==> src/rtl/intmul_pkg.sv <==
// Shared constants and width helpers for the pipelined NTT integer multiplier.
package intmul_pkg;
  localparam int KYBER_Q   = 3329;
  localparam int DEF_W     = 12;
  localparam int DEF_LANES = 2;
  localparam int DEF_LAT   = 3;
  localparam int DEF_TAG_W = 8;

  function automatic int prod_w(input int w);
    return 2 * w;
  endfunction
endpackage

==> src/rtl/intmul_lane.sv <==
// One W x W multiplier lane, unsigned or two's-complement selected per operation.
module intmul_lane
  import intmul_pkg::*;
#(
  parameter int W = DEF_W
) (
  input  logic             i_signed,
  input  logic [W-1:0]     i_a,
  input  logic [W-1:0]     i_b,
  output logic [2*W-1:0]   o_p
);
  localparam int PW = prod_w(W);

  logic signed [PW-1:0] w_a_ext;
  logic signed [PW-1:0] w_b_ext;
  (* use_dsp = "yes" *) logic signed [PW-1:0] w_prod;

  // Extending to the full product width first makes the truncated product exact in both modes.
  assign w_a_ext = {{W{i_signed & i_a[W-1]}}, i_a};
  assign w_b_ext = {{W{i_signed & i_b[W-1]}}, i_b};
  assign w_prod  = w_a_ext * w_b_ext;
  assign o_p     = w_prod;
endmodule

==> src/rtl/intmul_pipe.sv <==
// Multi-lane pipelined multiplier with tag sideband and valid/ready backpressure.
module intmul_pipe
  import intmul_pkg::*;
#(
  parameter int W     = DEF_W,
  parameter int LANES = DEF_LANES,
  parameter int LAT   = DEF_LAT,
  parameter int TAG_W = DEF_TAG_W
) (
  input  logic                   clk,
  input  logic                   reset_n,
  input  logic                   in_valid,
  output logic                   in_ready,
  input  logic [LANES*W-1:0]     in_a,
  input  logic [LANES*W-1:0]     in_b,
  input  logic                   in_signed,
  input  logic [TAG_W-1:0]       in_tag,
  output logic                   out_valid,
  input  logic                   out_ready,
  output logic [LANES*2*W-1:0]   out_p,
  output logic [TAG_W-1:0]       out_tag
);
  localparam int PW = prod_w(W);

  logic [LANES*PW-1:0] w_prod;
  logic [LAT-1:0]      w_adv;
  logic                w_chain;

  logic [LAT-1:0]      r_vld;
  logic [LANES*PW-1:0] r_prod [LAT];
  logic [TAG_W-1:0]    r_tag  [LAT];

  for (genvar i = 0; i < LANES; i++) begin : g_lane
    intmul_lane #(.W(W)) u_lane (
      .i_signed (in_signed),
      .i_a      (in_a[i*W +: W]),
      .i_b      (in_b[i*W +: W]),
      .o_p      (w_prod[i*PW +: PW])
    );
  end

  // A stage may move when it is empty or everything below it can move.
  always_comb begin
    w_adv   = '0;
    w_chain = out_ready;
    for (int s = LAT - 1; s >= 0; s--) begin
      w_chain  = w_chain | ~r_vld[s];
      w_adv[s] = w_chain;
    end
  end

  always_ff @(posedge clk or negedge reset_n) begin
    if (!reset_n) begin
      r_vld <= '0;
      for (int s = 0; s < LAT; s++) begin
        r_prod[s] <= '0;
        r_tag[s]  <= '0;
      end
    end else begin
      // s0: product formation
      if (w_adv[0]) r_vld[0] <= in_valid;
      if (w_adv[0] && in_valid) begin
        r_prod[0] <= w_prod;
        r_tag[0]  <= in_tag;
      end
      // s1..s(LAT-1): plain retiming registers
      for (int s = 1; s < LAT; s++) begin
        if (w_adv[s]) r_vld[s] <= r_vld[s-1];
        if (w_adv[s] && r_vld[s-1]) begin
          r_prod[s] <= r_prod[s-1];
          r_tag[s]  <= r_tag[s-1];
        end
      end
    end
  end

  assign in_ready  = w_adv[0];
  assign out_valid = r_vld[LAT-1];
  assign out_p     = r_prod[LAT-1];
  assign out_tag   = r_tag[LAT-1];
endmodule

==> config.mk <==
export PLATFORM = sky130hd
export DESIGN_NAME = intmul_pipe
export DESIGN_NICKNAME = d
export VERILOG_FILES = /design/src/rtl/intmul_pkg.sv /design/src/rtl/intmul_lane.sv /design/src/rtl/intmul_pipe.sv
export SDC_FILE = /design/constraint.sdc
export NUM_CORES = 1
export LEC_CHECK = 0
export ABC_AREA = 1
export CAP_MARGIN = 20
export CORE_MARGIN = 2
export CORE_UTILIZATION = 42
export DETAILED_ROUTE_END_ITERATION = 8
export GPL_TIMING_DRIVEN = 0
export PLACE_DENSITY_LB_ADDON = 0.05
export SLEW_MARGIN = 20
export SYNTH_ARGS = -nofsm -noshare
export SYNTH_HDL_FRONTEND = slang
export SYNTH_SLANG_ARGS = --single-unit
==> constraint.sdc <==
create_clock -name clk -period 4 [get_ports clk]
set_input_delay 0.8 -clock clk [delete_from_list [all_inputs] [get_ports clk]]
set_output_delay 0.8 -clock clk [all_outputs]
set_load 0.02 [all_outputs]
## Yosys cells after proc, flatten, opt, wreduce, memory -nomap -nowiden

Index checks and enable logic that the tools add are counted.

| operators by class | value |
|---|---|
| reductions and logical operators | 3 |
| bitwise gates (word level) | 10 |
| multiply operators | 2 |

Operators with widths:

| kind | number |
|---|---|
| 13-bit by 13-bit multiplier with 24-bit output | 2 |
| 1-bit bitwise AND | 4 |
| 1-bit logical AND | 3 |
| 1-bit NOT | 3 |
| 1-bit bitwise OR | 3 |

| word-level totals | value |
|---|---|
| register bits after elaboration | 171 |
| output and inout port bits | 58 |
| bits of input ports | 61 |

## Longest topological paths before layout

Gate-level depths: netlist (run 1).

| logic depth | value |
|---|---|
| word-level depth | 5 |
| gate-level depth with buffers | 27 |
| gate-level depth less buffers | 26 |

## By module

Synthesis (run 1) repeated with hierarchy kept, for this count alone.

| unflattened totals | value |
|---|---|
| cells, all modules | 2467 |
| area total of the unflattened synthesis | 19876.6 sq um |

By module, submodules not included:

| module | cells each | times used | area each (sq um) |
|---|---|---|---|
| intmul_pipe | 795 | 1 | 7098.1 |
| intmul_lane at g_lane[0].u_lane | 844 | 1 | 6389.9 |
| intmul_lane at g_lane[1].u_lane | 828 | 1 | 6388.6 |

## Worst setup path before layout (run 1)

OpenSTA, ideal clock, no wires.

| path | value |
|---|---|
| path kind | input port to flip-flop |
| start point | input in_b[4] |
| end point | register r_prod[115] (netlist name) |
| data required time | 3.883 ns |
| stages | 23 |
| path buffers | 1 |
| setup slack | -1.592 ns |
| data arrival time | 5.475 ns |
| cells stage by stage | clkbuf_1 -> nand2_1 -> fa_1 -> inv_1 -> fa_1 -> inv_1 -> fa_1 -> inv_1 -> fa_1 -> inv_1 -> fa_1 -> fa_1 -> inv_1 -> ha_1 -> a21oi_1 -> o21ai_0 -> nand2_1 -> nand3_1 -> nand2_1 -> nand2_1 -> or2_1 -> nand3_1 -> nand2_1 |

| between the ends | value |
|---|---|
| longest elaborated chain between the ends | 1 |

Ends and longest elaborated chain:

| element | line | source |
|---|---|---|
| start: declaration | intmul_pipe.sv:15 | `input logic [LANES*W-1:0] in_b,` |
| 13-bit by 13-bit multiplier with 24-bit output | intmul_lane.sv:21 | `assign w_prod = w_a_ext * w_b_ext;` |
| end signal: indexed assignment | intmul_pipe.sv:70 | `r_prod[s] <= r_prod[s-1];` |
| end: declaration | intmul_pipe.sv:30 | `logic [LANES*PW-1:0] r_prod [LAT];` |

Every way passes these cells.
A chain may end at the register's enable or synchronous reset.

## Worst setup path in the final report (run 1)

| path | value |
|---|---|
| start point | input in_signed |
| end point | register r_prod[119] (netlist name) |

| between the ends | value |
|---|---|
| longest elaborated chain between the ends | 2 |

Ends and longest elaborated chain:

| element | line | source |
|---|---|---|
| start: declaration | intmul_pipe.sv:16 | `input logic in_signed,` |
| 1-bit bitwise AND (on tied branches) | intmul_lane.sv:19, intmul_lane.sv:20 |  |
| 13-bit by 13-bit multiplier with 24-bit output * | intmul_lane.sv:21 |  |

Every way passes the cells marked *; elsewhere a longest branch is shown, timed or not.

==> results of run 1 <==
==> Yosys cell counts (4+ instances only) <==
cell | n | area (um2)
sky130_fd_sc_hd__inv_1 | 548 | 2060
sky130_fd_sc_hd__o21ai_1 | 10 | 50.1
sky130_fd_sc_hd__xnor2_1 | 14 | 123
sky130_fd_sc_hd__dfrtp_1 | 171 | 4280
sky130_fd_sc_hd__o21ai_0 | 94 | 470
sky130_fd_sc_hd__fa_1 | 304 | 6090
sky130_fd_sc_hd__buf_4 | 57 | 428
sky130_fd_sc_hd__nand3_1 | 56 | 280
sky130_fd_sc_hd__nand2_1 | 574 | 2150
sky130_fd_sc_hd__a21oi_1 | 55 | 275
sky130_fd_sc_hd__buf_2 | 20 | 100
sky130_fd_sc_hd__nor3_1 | 6 | 30.0
sky130_fd_sc_hd__nand4_1 | 8 | 50.1
sky130_fd_sc_hd__nor2_1 | 84 | 315
sky130_fd_sc_hd__nand3b_1 | 12 | 90.1
sky130_fd_sc_hd__or2_2 | 10 | 62.6
sky130_fd_sc_hd__xor2_1 | 10 | 87.6
sky130_fd_sc_hd__nand2_2 | 4 | 25.0
sky130_fd_sc_hd__mux2_2 | 46 | 518
sky130_fd_sc_hd__clkbuf_1 | 58 | 218
sky130_fd_sc_hd__ha_1 | 124 | 1550
==> area by class of cell <==
| type | count | area [um2] |
|---|---|---|
| Buffer | 136 | 1340 |
| Clock buffer | 21 | 470 |
| Clock inverter | 11 | 95.1 |
| Fill cell | 4139 | 19600 |
| Inverter | 551 | 2110 |
| Multi-Input combinational cell | 1430 | 14300 |
| Sequential cell | 171 | 4280 |
| Tap cell | 600 | 751 |
| Timing Repair Buffer | 274 | 2550 |
==> how the worst max path moves through the flow <==
stage	slack [ns]	endpoint	cells past startpoint
floorplan	-1.39	r_prod[137]	22
global placement	-4.89	out_p[33]	1
detailed placement	-3.19	r_prod[119]	24
CTS	-1.23	r_prod[119]	22
global route	-1.47	r_prod[119]	25
finish	-1.30	r_prod[119]	21
==> worst max-delay path: cells and delay by family <==
| kind | cells | cell delay [ns] |
|---|---|---|
| buffers and inverters | 4 | 0.44 |
| adder cells (fa/ha/maj) | 7 | 3.28 |
| AND/OR/NAND/NOR | 10 | 1.08 |
==> repair_timing <==
| action | in CTS | in global routing |
|---|---|---|
| setup endpoints to repair | 39 | 37 |
| gates cloned | 1 | 0 |
| setup buffers | 123 | 32 |
| pin swaps | 123 | 106 |
| gates resized for setup | 498 | 189 |
==> through the flow <==
stage / setup TNS (ns) / cells / utilization [%] / hold slack [ns] / instance area, um2
2_1_floorplan: -34.85 / 2288 / - / 0.438 / 20300
5_1_grt: -39.14 / 3194 / 57.0 / 0.197 / 25900
3_5_place_dp: -84.05 / 3008 / 49.1 / 0.461 / 22300
4_1_cts: -33.19 / 3164 / 55.1 / 0.198 / 25000
6_report: -34.51 / 3194 / 57.0 / 0.209 / 25900
3_3_place_gp: -915.33 / 3006 / 49.0 / 0.462 / 22300
==> cells by family after synthesis <==
kind of cell	count (synthesis)	synth area share, %
AOI/OAI and AO/OA	172	4.61
xor gates and xnor gates	24	1.08
adders and majority gates	428	39.3
buffers and inverters	687	14.6
DFF	171	22.0
muxes	46	2.67
and+or+nand+nor	760	15.7
==> routing by layer <==
layer  part of all wire, %  track usage (%)  up-vias
met5                     0                0        -
met4                   2.4             6.33        0
met3                   4.0             3.08       66
met2                    49             38.3      298
met1                    45             30.3     7489
li1                      -                -     7263
==> flip-flops by register name, indices dropped and copies added, names as in the netlist <==
signal,cells
r_prod,96
out_p,48
out_tag,8
r_vld,3
r_tag,16
==> layout by cell type (no fill, tap or decap), types with 14 or more instances in the layout <==
cell type                         synthesis  layout
sky130_fd_sc_hd__nand2_1                574     503
sky130_fd_sc_hd__inv_1                  548     469
sky130_fd_sc_hd__fa_1                   304     284
sky130_fd_sc_hd__buf_4                   57     180
sky130_fd_sc_hd__dfrtp_1                171     171
sky130_fd_sc_hd__inv_2                    2      73
sky130_fd_sc_hd__ha_4                     0      72
sky130_fd_sc_hd__nor2_1                  84      68
sky130_fd_sc_hd__clkdlybuf4s50_1          0      68
sky130_fd_sc_hd__o21ai_0                 94      63
sky130_fd_sc_hd__ha_1                   124      52
sky130_fd_sc_hd__mux2_2                  46      46
sky130_fd_sc_hd__buf_2                   20      42
sky130_fd_sc_hd__nand2_2                  4      41
sky130_fd_sc_hd__buf_6                    1      36
sky130_fd_sc_hd__o21ai_1                 10      33
sky130_fd_sc_hd__nand3_1                 56      31
sky130_fd_sc_hd__a21oi_1                 55      29
sky130_fd_sc_hd__nand2_4                  0      28
sky130_fd_sc_hd__clkbuf_16                0      27
sky130_fd_sc_hd__clkbuf_8                 0      26
sky130_fd_sc_hd__nand3_2                  1      20
sky130_fd_sc_hd__fa_2                     0      20
sky130_fd_sc_hd__buf_8                    0      18
sky130_fd_sc_hd__a21oi_2                  0      14
==> impl_metrics.xml, run 1 <==
<?xml version="1.0" encoding="UTF-8"?>
<metrics>
  <group name="run_status">
    <metric name="outcome" unit="">complete, but fails checks</metric>
    <metric name="violations" unit="">negative setup slack</metric>
  </group>
  <group name="global_routing">
    <metric name="grt_first_pass_wirelength" unit="um">84200</metric>
    <metric name="antenna_found_initial" unit="">0</metric>
    <metric name="global_route.usage.total" unit="%">22.6</metric>
    <metric name="grt.overflow.total" unit="">0</metric>
    <metric name="grt_max_degree" unit="">77</metric>
    <metric name="number_of_global_route_vias_before_repair" unit="">15962</metric>
  </group>
  <group name="sta">
    <metric name="shortest_clock_period_the_worst_path_allows_after_layout" unit="ns">5.30</metric>
    <metric name="fin_skew" unit="ns">0.00773</metric>
    <metric name="worst_slew_pin_slew" unit="ns">0.556</metric>
    <metric name="hold_viol" unit="">0</metric>
    <metric name="postLayoutSetupSlackWorst" unit="ns">-1.30</metric>
    <metric name="max_slew_margin" unit="%">62.9</metric>
    <metric name="timing_max_transition_violations_final" unit="">0</metric>
    <metric name="clock.fmax" unit="MHz">189</metric>
    <metric name="finalCritPeriodShare" unit="%">133</metric>
    <metric name="grt_setup_unrepaired" unit="">true</metric>
    <metric name="timing.final.setup_violations" unit="">36</metric>
  </group>
  <group name="die">
    <metric name="die-area" unit="mm2">0.0480</metric>
    <metric name="placementRows" unit="">78</metric>
    <metric name="initial_utilization" unit="%">42.7</metric>
    <metric name="die_height" unit="um">219</metric>
    <metric name="boundaryPins" unit="">119</metric>
    <metric name="coreArea" unit="mm2">0.0455</metric>
    <metric name="floorplan.die.width" unit="um">219</metric>
  </group>
  <group name="setup_path">
    <metric name="crit_top_cell" unit="">sky130_fd_sc_hd__fa_2</metric>
    <metric name="crit_path_start_kind" unit="">input port</metric>
    <metric name="cp-startpoint" unit="">in_signed</metric>
    <metric name="r2r_slack" unit="ns">2.26</metric>
    <metric name="critPathArrivalTime" unit="ns">5.62</metric>
    <metric name="crit_path_cell_trace" unit="">buf_16 -&gt; nand2_8 -&gt; inv_8 -&gt; buf_6 -&gt; nand2_4 -&gt; fa_2 -&gt; fa_2 -&gt; inv_2 -&gt; fa_1 -&gt; fa_1 -&gt; fa_2 -&gt; ha_4 -&gt; ha_4 -&gt; nand2_4 -&gt; nor2_4 -&gt; and3_4 -&gt; nand4_1 -&gt; nand3_2 -&gt; nand3_4 -&gt; nand3_4 -&gt; nand2_1</metric>
    <metric name="endpoint_kind" unit="">flip-flop</metric>
    <metric name="cpPeakStageDelay" unit="ns">0.68</metric>
    <metric name="critical-path-slowest-cell" unit="">sky130_fd_sc_hd__fa_2</metric>
    <metric name="crit-reg2reg-capture" unit="">r_prod[96]</metric>
    <metric name="worstSetupPathType" unit="">in -&gt; reg</metric>
    <metric name="depth_of_the_worst_register_to_register_path" unit="">8</metric>
    <metric name="r2r_start" unit="">r_vld[2]</metric>
    <metric name="timing.critical_path.fanout_max" unit="">8</metric>
    <metric name="worst-endpoint-required" unit="ns">4.32</metric>
  </group>
  <group name="cts">
    <metric name="cts-hold-fix-buffers" unit="">0</metric>
    <metric name="clkSinkCount" unit="">171</metric>
    <metric name="clk-insertion-delay-late" unit="ns">0.43</metric>
    <metric name="ctsLongestPathBuffers" unit="">2</metric>
    <metric name="clk_root_buffer_cell" unit="">sky130_fd_sc_hd__clkbuf_16</metric>
    <metric name="maximum_level_of_the_cts_h_tree" unit="">4</metric>
    <metric name="cts.reportedPaths.clkPinSlew" unit="ns">0.06</metric>
    <metric name="tritoncts" unit="">done</metric>
    <metric name="cts_made_buffers" unit="">17</metric>
  </group>
  <group name="detailed_routing">
    <metric name="detail_route.iter0.violations" unit="">731</metric>
    <metric name="drtPass1Iterations" unit="">4</metric>
    <metric name="wire_per_inst" unit="um">16.3</metric>
    <metric name="route.final.wire_length" unit="um">52000</metric>
    <metric name="antenna_violating_nets_post_route" unit="">0</metric>
    <metric name="num_vias" unit="">15116</metric>
    <metric name="detail_route.drc_violations" unit="">0</metric>
    <metric name="routed_via_density" unit="">4.73</metric>
  </group>
  <group name="yosys">
    <metric name="synth.cell_area" unit="mm2">0.0194</metric>
    <metric name="synth_enable_flop_cells" unit="">0</metric>
    <metric name="syn_nets" unit="">2777</metric>
    <metric name="synth_sequential_area_ratio" unit="%">22.0</metric>
    <metric name="synth.avg_cell_area" unit="um2">8.49</metric>
    <metric name="synth_cell_type_count" unit="">37</metric>
    <metric name="synth.yosys.warnings" unit="">0</metric>
    <metric name="postSynthRegisterBits" unit="">171</metric>
    <metric name="ys_async_sr_fraction" unit="%">100</metric>
    <metric name="post_synth_inst_count" unit="">2288</metric>
    <metric name="synthFlopType" unit="">sky130_fd_sc_hd__dfrtp_1</metric>
  </group>
  <group name="finish">
    <metric name="area_growth" unit="%">33.4</metric>
    <metric name="diodes" unit="">0</metric>
    <metric name="final_layout_size_suffix_gt1_share" unit="%">29.5</metric>
    <metric name="final_net_count" unit="">3070</metric>
  </group>
  <group name="run">
    <metric name="max_cap_viol_count" unit="">0</metric>
  </group>
  <group name="place">
    <metric name="place_worst_setup_slack" unit="ns">-3.19</metric>
    <metric name="finalWeightedCongestion" unit="">0.883</metric>
    <metric name="port-buffer-count" unit="">118</metric>
    <metric name="detailedPlacementHpwl" unit="um">40800</metric>
  </group>
  <group name="worst_hold_path">
    <metric name="worstHoldPathType" unit="">in -&gt; async</metric>
  </group>
</metrics>
Power of run 1 is left out: the tool's default activity adds up to more than one toggle a clock period on the data nets, which glitch-free logic cannot reach.
==> inputs of run 2 (changes only) <==
--- a/config.mk
+++ b/config.mk
@@ -7,6 +7,7 @@
 export LEC_CHECK = 0
 export ABC_AREA = 1
 export CAP_MARGIN = 20
+export CORE_ASPECT_RATIO = 0.7
 export CORE_MARGIN = 2
 export CORE_UTILIZATION = 42
 export DETAILED_ROUTE_END_ITERATION = 8
==> impl_metrics.xml, run 2 (same netlist as run 1, synthesis figures left out) <==
<?xml version="1.0" encoding="UTF-8"?>
<metrics>
  <group name="setup_path">
    <metric name="crit_top_cell" unit="">sky130_fd_sc_hd__fa_1</metric>
    <metric name="r2r_slack" unit="ns">2.13</metric>
    <metric name="depth_of_the_worst_register_to_register_path" unit="">6</metric>
    <metric name="critPathArrivalTime" unit="ns">5.60</metric>
    <metric name="endpoint_kind" unit="">flip-flop</metric>
    <metric name="critical_path.top_delay_family" unit="">adder cells</metric>
    <metric name="critical_path_cell_count" unit="">20</metric>
    <metric name="critical-path-slowest-cell" unit="">sky130_fd_sc_hd__fa_2</metric>
    <metric name="cpPeakStageDelay" unit="ns">0.74</metric>
    <metric name="crit_path_start_kind" unit="">input port</metric>
    <metric name="timing.critical_path.fanout_max" unit="">8</metric>
    <metric name="crit_path_cell_trace" unit="">buf_16 -&gt; nand2_8 -&gt; inv_12 -&gt; nand2_4 -&gt; fa_2 -&gt; fa_2 -&gt; inv_4 -&gt; fa_1 -&gt; fa_1 -&gt; fa_1 -&gt; ha_4 -&gt; ha_4 -&gt; nand2_4 -&gt; nor2_4 -&gt; and3_4 -&gt; nand4_1 -&gt; nand3_2 -&gt; nand3_2 -&gt; nand3_4 -&gt; nand2_1</metric>
    <metric name="worst-endpoint-required" unit="ns">4.33</metric>
    <metric name="worstSetupPathType" unit="">in -&gt; reg</metric>
    <metric name="crit_buf_inv" unit="">3</metric>
  </group>
  <group name="finish">
    <metric name="largest_register_ff_count" unit="">96</metric>
    <metric name="filler_cell_count" unit="">4025</metric>
    <metric name="area_taken_by_flip_flops_and_latches" unit="mm2">0.00428</metric>
    <metric name="final_layout_size_suffix_gt1_share" unit="%">29.7</metric>
    <metric name="top_register" unit="">r_prod</metric>
    <metric name="layout_common_cells" unit="">507 x sky130_fd_sc_hd__nand2_1, 476 x sky130_fd_sc_hd__inv_1, 287 x sky130_fd_sc_hd__fa_1, 190 x sky130_fd_sc_hd__buf_4, 171 x sky130_fd_sc_hd__dfrtp_1</metric>
    <metric name="multi_input_area" unit="mm2">0.0144</metric>
    <metric name="final_net_count" unit="">3079</metric>
    <metric name="most_frequent_standard_cell_in_the_layout_excluding_fill_and_tap_cells" unit="">sky130_fd_sc_hd__nand2_1</metric>
    <metric name="area_growth" unit="%">34.8</metric>
    <metric name="diodes" unit="">0</metric>
  </group>
  <group name="global_routing">
    <metric name="grt_first_pass_wirelength" unit="um">88000</metric>
    <metric name="grt_max_degree" unit="">98</metric>
    <metric name="grt.overflow.total" unit="">0</metric>
    <metric name="global_route.usage.total" unit="%">23.9</metric>
    <metric name="antenna_found_initial" unit="">0</metric>
    <metric name="number_of_global_route_vias_before_repair" unit="">15707</metric>
  </group>
  <group name="cts">
    <metric name="maximum_level_of_the_cts_h_tree" unit="">4</metric>
    <metric name="cts.reportedPaths.clkPinSlew" unit="ns">0.08</metric>
    <metric name="tritoncts" unit="">done</metric>
    <metric name="clk-insertion-delay-late" unit="ns">0.44</metric>
    <metric name="cts-hold-fix-buffers" unit="">0</metric>
    <metric name="clkSinkCount" unit="">171</metric>
    <metric name="cts_made_buffers" unit="">17</metric>
    <metric name="clk_root_buffer_cell" unit="">sky130_fd_sc_hd__clkbuf_16</metric>
    <metric name="ctsLongestPathBuffers" unit="">2</metric>
  </group>
  <group name="sta">
    <metric name="fin_skew" unit="ns">0.0145</metric>
    <metric name="shortest_clock_period_the_worst_path_allows_after_layout" unit="ns">5.27</metric>
    <metric name="finalCritPeriodShare" unit="%">132</metric>
    <metric name="clock.fmax" unit="MHz">190</metric>
    <metric name="worst_slew_pin_slew" unit="ns">0.619</metric>
    <metric name="timing.hold.ws" unit="ns">0.308</metric>
    <metric name="grt_setup_unrepaired" unit="">true</metric>
    <metric name="timing_max_transition_violations_final" unit="">0</metric>
    <metric name="max_slew_margin" unit="%">58.7</metric>
    <metric name="timing.final.setup_violations" unit="">36</metric>
    <metric name="postLayoutSetupSlackWorst" unit="ns">-1.27</metric>
    <metric name="hold_viol" unit="">0</metric>
  </group>
  <group name="die">
    <metric name="boundaryPins" unit="">119</metric>
    <metric name="floorplan.die.width" unit="um">261</metric>
    <metric name="initial_utilization" unit="%">42.8</metric>
    <metric name="die-area" unit="mm2">0.0480</metric>
    <metric name="coreArea" unit="mm2">0.0454</metric>
    <metric name="die_height" unit="um">184</metric>
    <metric name="placementRows" unit="">65</metric>
  </group>
  <group name="detailed_routing">
    <metric name="met1_wire_length" unit="um">28300</metric>
    <metric name="met3WireLength" unit="um">3350</metric>
    <metric name="drtPass1Iterations" unit="">5</metric>
    <metric name="wire_per_inst" unit="um">17.1</metric>
    <metric name="met2_wirelength" unit="um">22700</metric>
    <metric name="antenna_violating_nets_post_route" unit="">0</metric>
    <metric name="detail_route.drc_violations" unit="">0</metric>
    <metric name="route.final.wire_length" unit="um">54800</metric>
    <metric name="num_vias" unit="">15535</metric>
    <metric name="max_used_layer" unit="">met4</metric>
    <metric name="routed_via_density" unit="">4.85</metric>
    <metric name="detail_route.iter0.violations" unit="">1101</metric>
  </group>
  <group name="run_status">
    <metric name="outcome" unit="">complete, but fails checks</metric>
    <metric name="violations" unit="">negative setup slack</metric>
  </group>
  <group name="place">
    <metric name="finalWeightedCongestion" unit="">0.917</metric>
    <metric name="detailedPlacementHpwl" unit="um">43500</metric>
    <metric name="port-buffer-count" unit="">118</metric>
  </group>
  <group name="run">
    <metric name="max_cap_viol_count" unit="">0</metric>
  </group>
  <group name="worst_hold_path">
    <metric name="worstHoldPathType" unit="">in -&gt; async</metric>
  </group>
</metrics>
-- run 2: routing by layer --
layer	vias to the layer above	global-route usage (%)
met4	0	3.23
met5	-	0
met1	7768	38.7
met3	42	3.71
li1	7312	-
met2	413	33.9
-- run 2: path summary, 6_finish.rpt --
path                                    end        from
worst max-delay path            r_prod[119]   in_signed
worst min register to register   r_prod[48]  r_prod[48]
worst min-delay path               out_p[2]     reset_n
worst max register to register  r_prod[128]    r_vld[2]
min in group clk                 r_prod[48]  r_prod[48]
max in group asynchronous         r_tag[16]     reset_n
-- run 2: layout make-up --
type,instances,share of cell area [%]
plain buffers,136,5.21
flip-flops and latches,171,16.3
well taps,603,2.88
clock inverters,15,0.813
repair buffers,283,10.0
multi-input cells,1430,55.1
inverters,551,8.05
clock buffers,17,1.63
-- run 2: stage by stage --
step	utilization, %	worst slack [ns]	setup TNS (ns)	std cells	area (um2)
after floorplan	-	-1.39	-34.85	2288	20300
after global placement	49.1	-4.78	-898.55	3009	22300
after detailed placement	49.2	-3.18	-86.63	3010	22300
after CTS	56.0	-1.25	-32.09	3172	25400
after global routing	57.7	-1.41	-38.86	3206	26200
final	57.7	-1.27	-34.14	3206	26200
-- run 2: timing repair --
| item | 4_1_cts | 5_1_grt |
|---|---|---|
| resized for setup | 575 | 144 |
| setup buffers | 129 | 34 |
| cloned | 1 | 0 |
| setup endpoints to repair | 39 | 36 |
| pin swaps | 157 | 104 |
Power of run 2 is left out for the same reason.
==> inputs of run 3 (changes only) <==
--- a/config.mk
+++ b/config.mk
@@ -12,7 +12,7 @@
 export CORE_UTILIZATION = 42
 export DETAILED_ROUTE_END_ITERATION = 8
 export GPL_TIMING_DRIVEN = 0
-export PLACE_DENSITY_LB_ADDON = 0.05
+export PLACE_DENSITY = 0.72
 export SLEW_MARGIN = 20
 export SYNTH_ARGS = -nofsm -noshare
 export SYNTH_HDL_FRONTEND = slang
==> impl_metrics.xml, run 3 (same netlist as run 1, synthesis figures left out) <==
<?xml version="1.0" encoding="UTF-8"?>
<metrics>
  <group name="run_status">
    <metric name="outcome" unit="">complete, but fails checks</metric>
    <metric name="violations" unit="">negative setup slack</metric>
  </group>
  <group name="setup_path">
    <metric name="critPathArrivalTime" unit="ns">5.71</metric>
    <metric name="critical-path-slowest-cell" unit="">sky130_fd_sc_hd__fa_2</metric>
    <metric name="crit_path_cell_trace" unit="">buf_16 -&gt; nand2_8 -&gt; inv_12 -&gt; nand2_4 -&gt; fa_2 -&gt; fa_2 -&gt; buf_12 -&gt; fa_1 -&gt; fa_1 -&gt; inv_1 -&gt; fa_1 -&gt; ha_4 -&gt; ha_4 -&gt; nand2_2 -&gt; nor2_4 -&gt; and3_4 -&gt; nand4_1 -&gt; nand3_2 -&gt; nand3_2 -&gt; nand3_4 -&gt; nand2_1</metric>
    <metric name="r2r_slack" unit="ns">1.96</metric>
    <metric name="worst-endpoint-required" unit="ns">4.33</metric>
    <metric name="crit_top_cell" unit="">sky130_fd_sc_hd__fa_1</metric>
    <metric name="cpPeakStageDelay" unit="ns">0.61</metric>
    <metric name="endpoint_kind" unit="">flip-flop</metric>
    <metric name="worstSetupPathType" unit="">in -&gt; reg</metric>
    <metric name="crit_path_start_kind" unit="">input port</metric>
    <metric name="timing.critical_path.fanout_max" unit="">8</metric>
  </group>
  <group name="run">
    <metric name="max_cap_viol_count" unit="">0</metric>
  </group>
  <group name="die">
    <metric name="die-area" unit="mm2">0.0480</metric>
    <metric name="boundaryPins" unit="">119</metric>
    <metric name="initial_utilization" unit="%">42.8</metric>
    <metric name="placementRows" unit="">65</metric>
    <metric name="coreArea" unit="mm2">0.0454</metric>
    <metric name="die_height" unit="um">184</metric>
    <metric name="floorplan.die.width" unit="um">261</metric>
  </group>
  <group name="global_routing">
    <metric name="number_of_global_route_vias_before_repair" unit="">16541</metric>
    <metric name="grt_first_pass_wirelength" unit="um">88900</metric>
    <metric name="antenna_found_initial" unit="">0</metric>
    <metric name="grt_max_degree" unit="">101</metric>
    <metric name="global_route.usage.total" unit="%">24.1</metric>
    <metric name="grt.overflow.total" unit="">0</metric>
  </group>
  <group name="detailed_routing">
    <metric name="drtPass1Iterations" unit="">5</metric>
    <metric name="detail_route.drc_violations" unit="">0</metric>
    <metric name="wire_per_inst" unit="um">17.9</metric>
    <metric name="route.final.wire_length" unit="um">57600</metric>
    <metric name="num_vias" unit="">16211</metric>
    <metric name="detail_route.iter0.violations" unit="">1135</metric>
    <metric name="routed_via_density" unit="">5.03</metric>
    <metric name="antenna_violating_nets_post_route" unit="">0</metric>
  </group>
  <group name="place">
    <metric name="detailedPlacementHpwl" unit="um">42400</metric>
    <metric name="finalWeightedCongestion" unit="">0.945</metric>
    <metric name="place_worst_setup_slack" unit="ns">-3.38</metric>
    <metric name="port-buffer-count" unit="">118</metric>
  </group>
  <group name="cts">
    <metric name="cts.reportedPaths.clkPinSlew" unit="ns">0.07</metric>
    <metric name="cts_made_buffers" unit="">17</metric>
    <metric name="ctsLongestPathBuffers" unit="">2</metric>
    <metric name="cts-hold-fix-buffers" unit="">0</metric>
    <metric name="clk-insertion-delay-late" unit="ns">0.44</metric>
    <metric name="tritoncts" unit="">done</metric>
    <metric name="maximum_level_of_the_cts_h_tree" unit="">4</metric>
    <metric name="clkSinkCount" unit="">171</metric>
    <metric name="clk_root_buffer_cell" unit="">sky130_fd_sc_hd__clkbuf_16</metric>
  </group>
  <group name="sta">
    <metric name="clock.fmax" unit="MHz">186</metric>
    <metric name="timing_max_transition_violations_final" unit="">0</metric>
    <metric name="postLayoutSetupSlackWorst" unit="ns">-1.39</metric>
    <metric name="hold_viol" unit="">0</metric>
    <metric name="grt_setup_unrepaired" unit="">true</metric>
    <metric name="worst_slew_pin_slew" unit="ns">0.736</metric>
    <metric name="shortest_clock_period_the_worst_path_allows_after_layout" unit="ns">5.39</metric>
    <metric name="totalNegativeSetupSlack" unit="ns">-35.15</metric>
    <metric name="finalCritPeriodShare" unit="%">135</metric>
    <metric name="max_slew_margin" unit="%">50.9</metric>
    <metric name="fin_skew" unit="ns">0.0102</metric>
    <metric name="timing.final.setup_violations" unit="">36</metric>
  </group>
  <group name="finish">
    <metric name="final_net_count" unit="">3098</metric>
    <metric name="top_register" unit="">r_prod</metric>
    <metric name="filler_cell_count" unit="">3708</metric>
    <metric name="most_frequent_standard_cell_in_the_layout_excluding_fill_and_tap_cells" unit="">sky130_fd_sc_hd__nand2_1</metric>
    <metric name="final_layout_size_suffix_gt1_share" unit="%">30.4</metric>
    <metric name="area_taken_by_flip_flops_and_latches" unit="mm2">0.00428</metric>
    <metric name="layout_common_cells" unit="">492 x sky130_fd_sc_hd__nand2_1, 477 x sky130_fd_sc_hd__inv_1, 286 x sky130_fd_sc_hd__fa_1, 193 x sky130_fd_sc_hd__buf_4, 171 x sky130_fd_sc_hd__dfrtp_1</metric>
    <metric name="multi_input_area" unit="mm2">0.0145</metric>
    <metric name="area_growth" unit="%">36.3</metric>
    <metric name="diodes" unit="">0</metric>
    <metric name="largest_register_ff_count" unit="">96</metric>
  </group>
  <group name="worst_hold_path">
    <metric name="worstHoldPathType" unit="">in -&gt; async</metric>
  </group>
</metrics>
run 3: cell count changes in the layout (fill, tap and decap cells not counted), moves of 5 or more:
cell                       change
sky130_fd_sc_hd__o21ai_2       -5
sky130_fd_sc_hd__buf_12        +8
sky130_fd_sc_hd__nand2_1      -15
sky130_fd_sc_hd__clkbuf_4      +5
sky130_fd_sc_hd__a21oi_2       -8
sky130_fd_sc_hd__nand2_2      +15
sky130_fd_sc_hd__a21oi_1       +7
run 3: what timing repair did:
item / 4_1_cts / 5_1_grt
endpoints found under the hold margin: 0 / 0
buffers inserted: 144 / 38
endpoints found under the setup margin: 38 / 37
gates cloned: 4 / 1
resized for setup: 574 / 174
pin swaps: 158 / 136
run 3: worst max-delay path: cells and delay by family:
kind / cells / cell delay, ns
adders and majority gates: 7 / 3.17
and+or+nand+nor: 10 / 1.28
buffers and inverters: 4 / 0.45
run 3: layout make-up:
class	instances	area share, %
plain buffers	136	5.29
inverters	551	8.00
flip-flops and latches	171	16.2
repair buffers	302	10.8
clock buffers	20	1.73
multi-input cells	1430	54.7
clock inverters	11	0.496
well taps	603	2.85
run 3: path summary, 6_finish.rpt:
| path | from | endpoint | cells past startpoint |
|---|---|---|---|
| setup / recovery | in_signed | r_prod[119] | 21 |
| hold / removal | reset_n | out_p[9] | 1 |
| setup reg to reg | r_vld[2] | r_prod[120] | 7 |
| hold reg to reg | r_prod[61] | r_prod[61] | 2 |
| max in group asynchronous | reset_n | r_prod[142] | 2 |
| min in group clk | r_prod[61] | r_prod[61] | 2 |
run 3: per-layer routing:
metal	GRT usage (%)	part of all wire [%]	wire length, um
met2	36.0	45	25800
met1	34.6	44	25200
met3	6.89	9.1	5240
met5	0	0	0
met4	5.66	2.4	1380
run 3: metrics by stage:
step                std cells  hold WS [ns]  area [um2]  util (%)
finish                   3224         0.317       26500      58.3
global placement         3009         0.454       22300      49.1
floorplan                2288         0.438       20300         -
CTS                      3189         0.331       25500      56.3
global route             3224         0.341       26500      58.3
detailed placement       3010         0.459       22300      49.2
Power of run 3 is left out for the same reason.
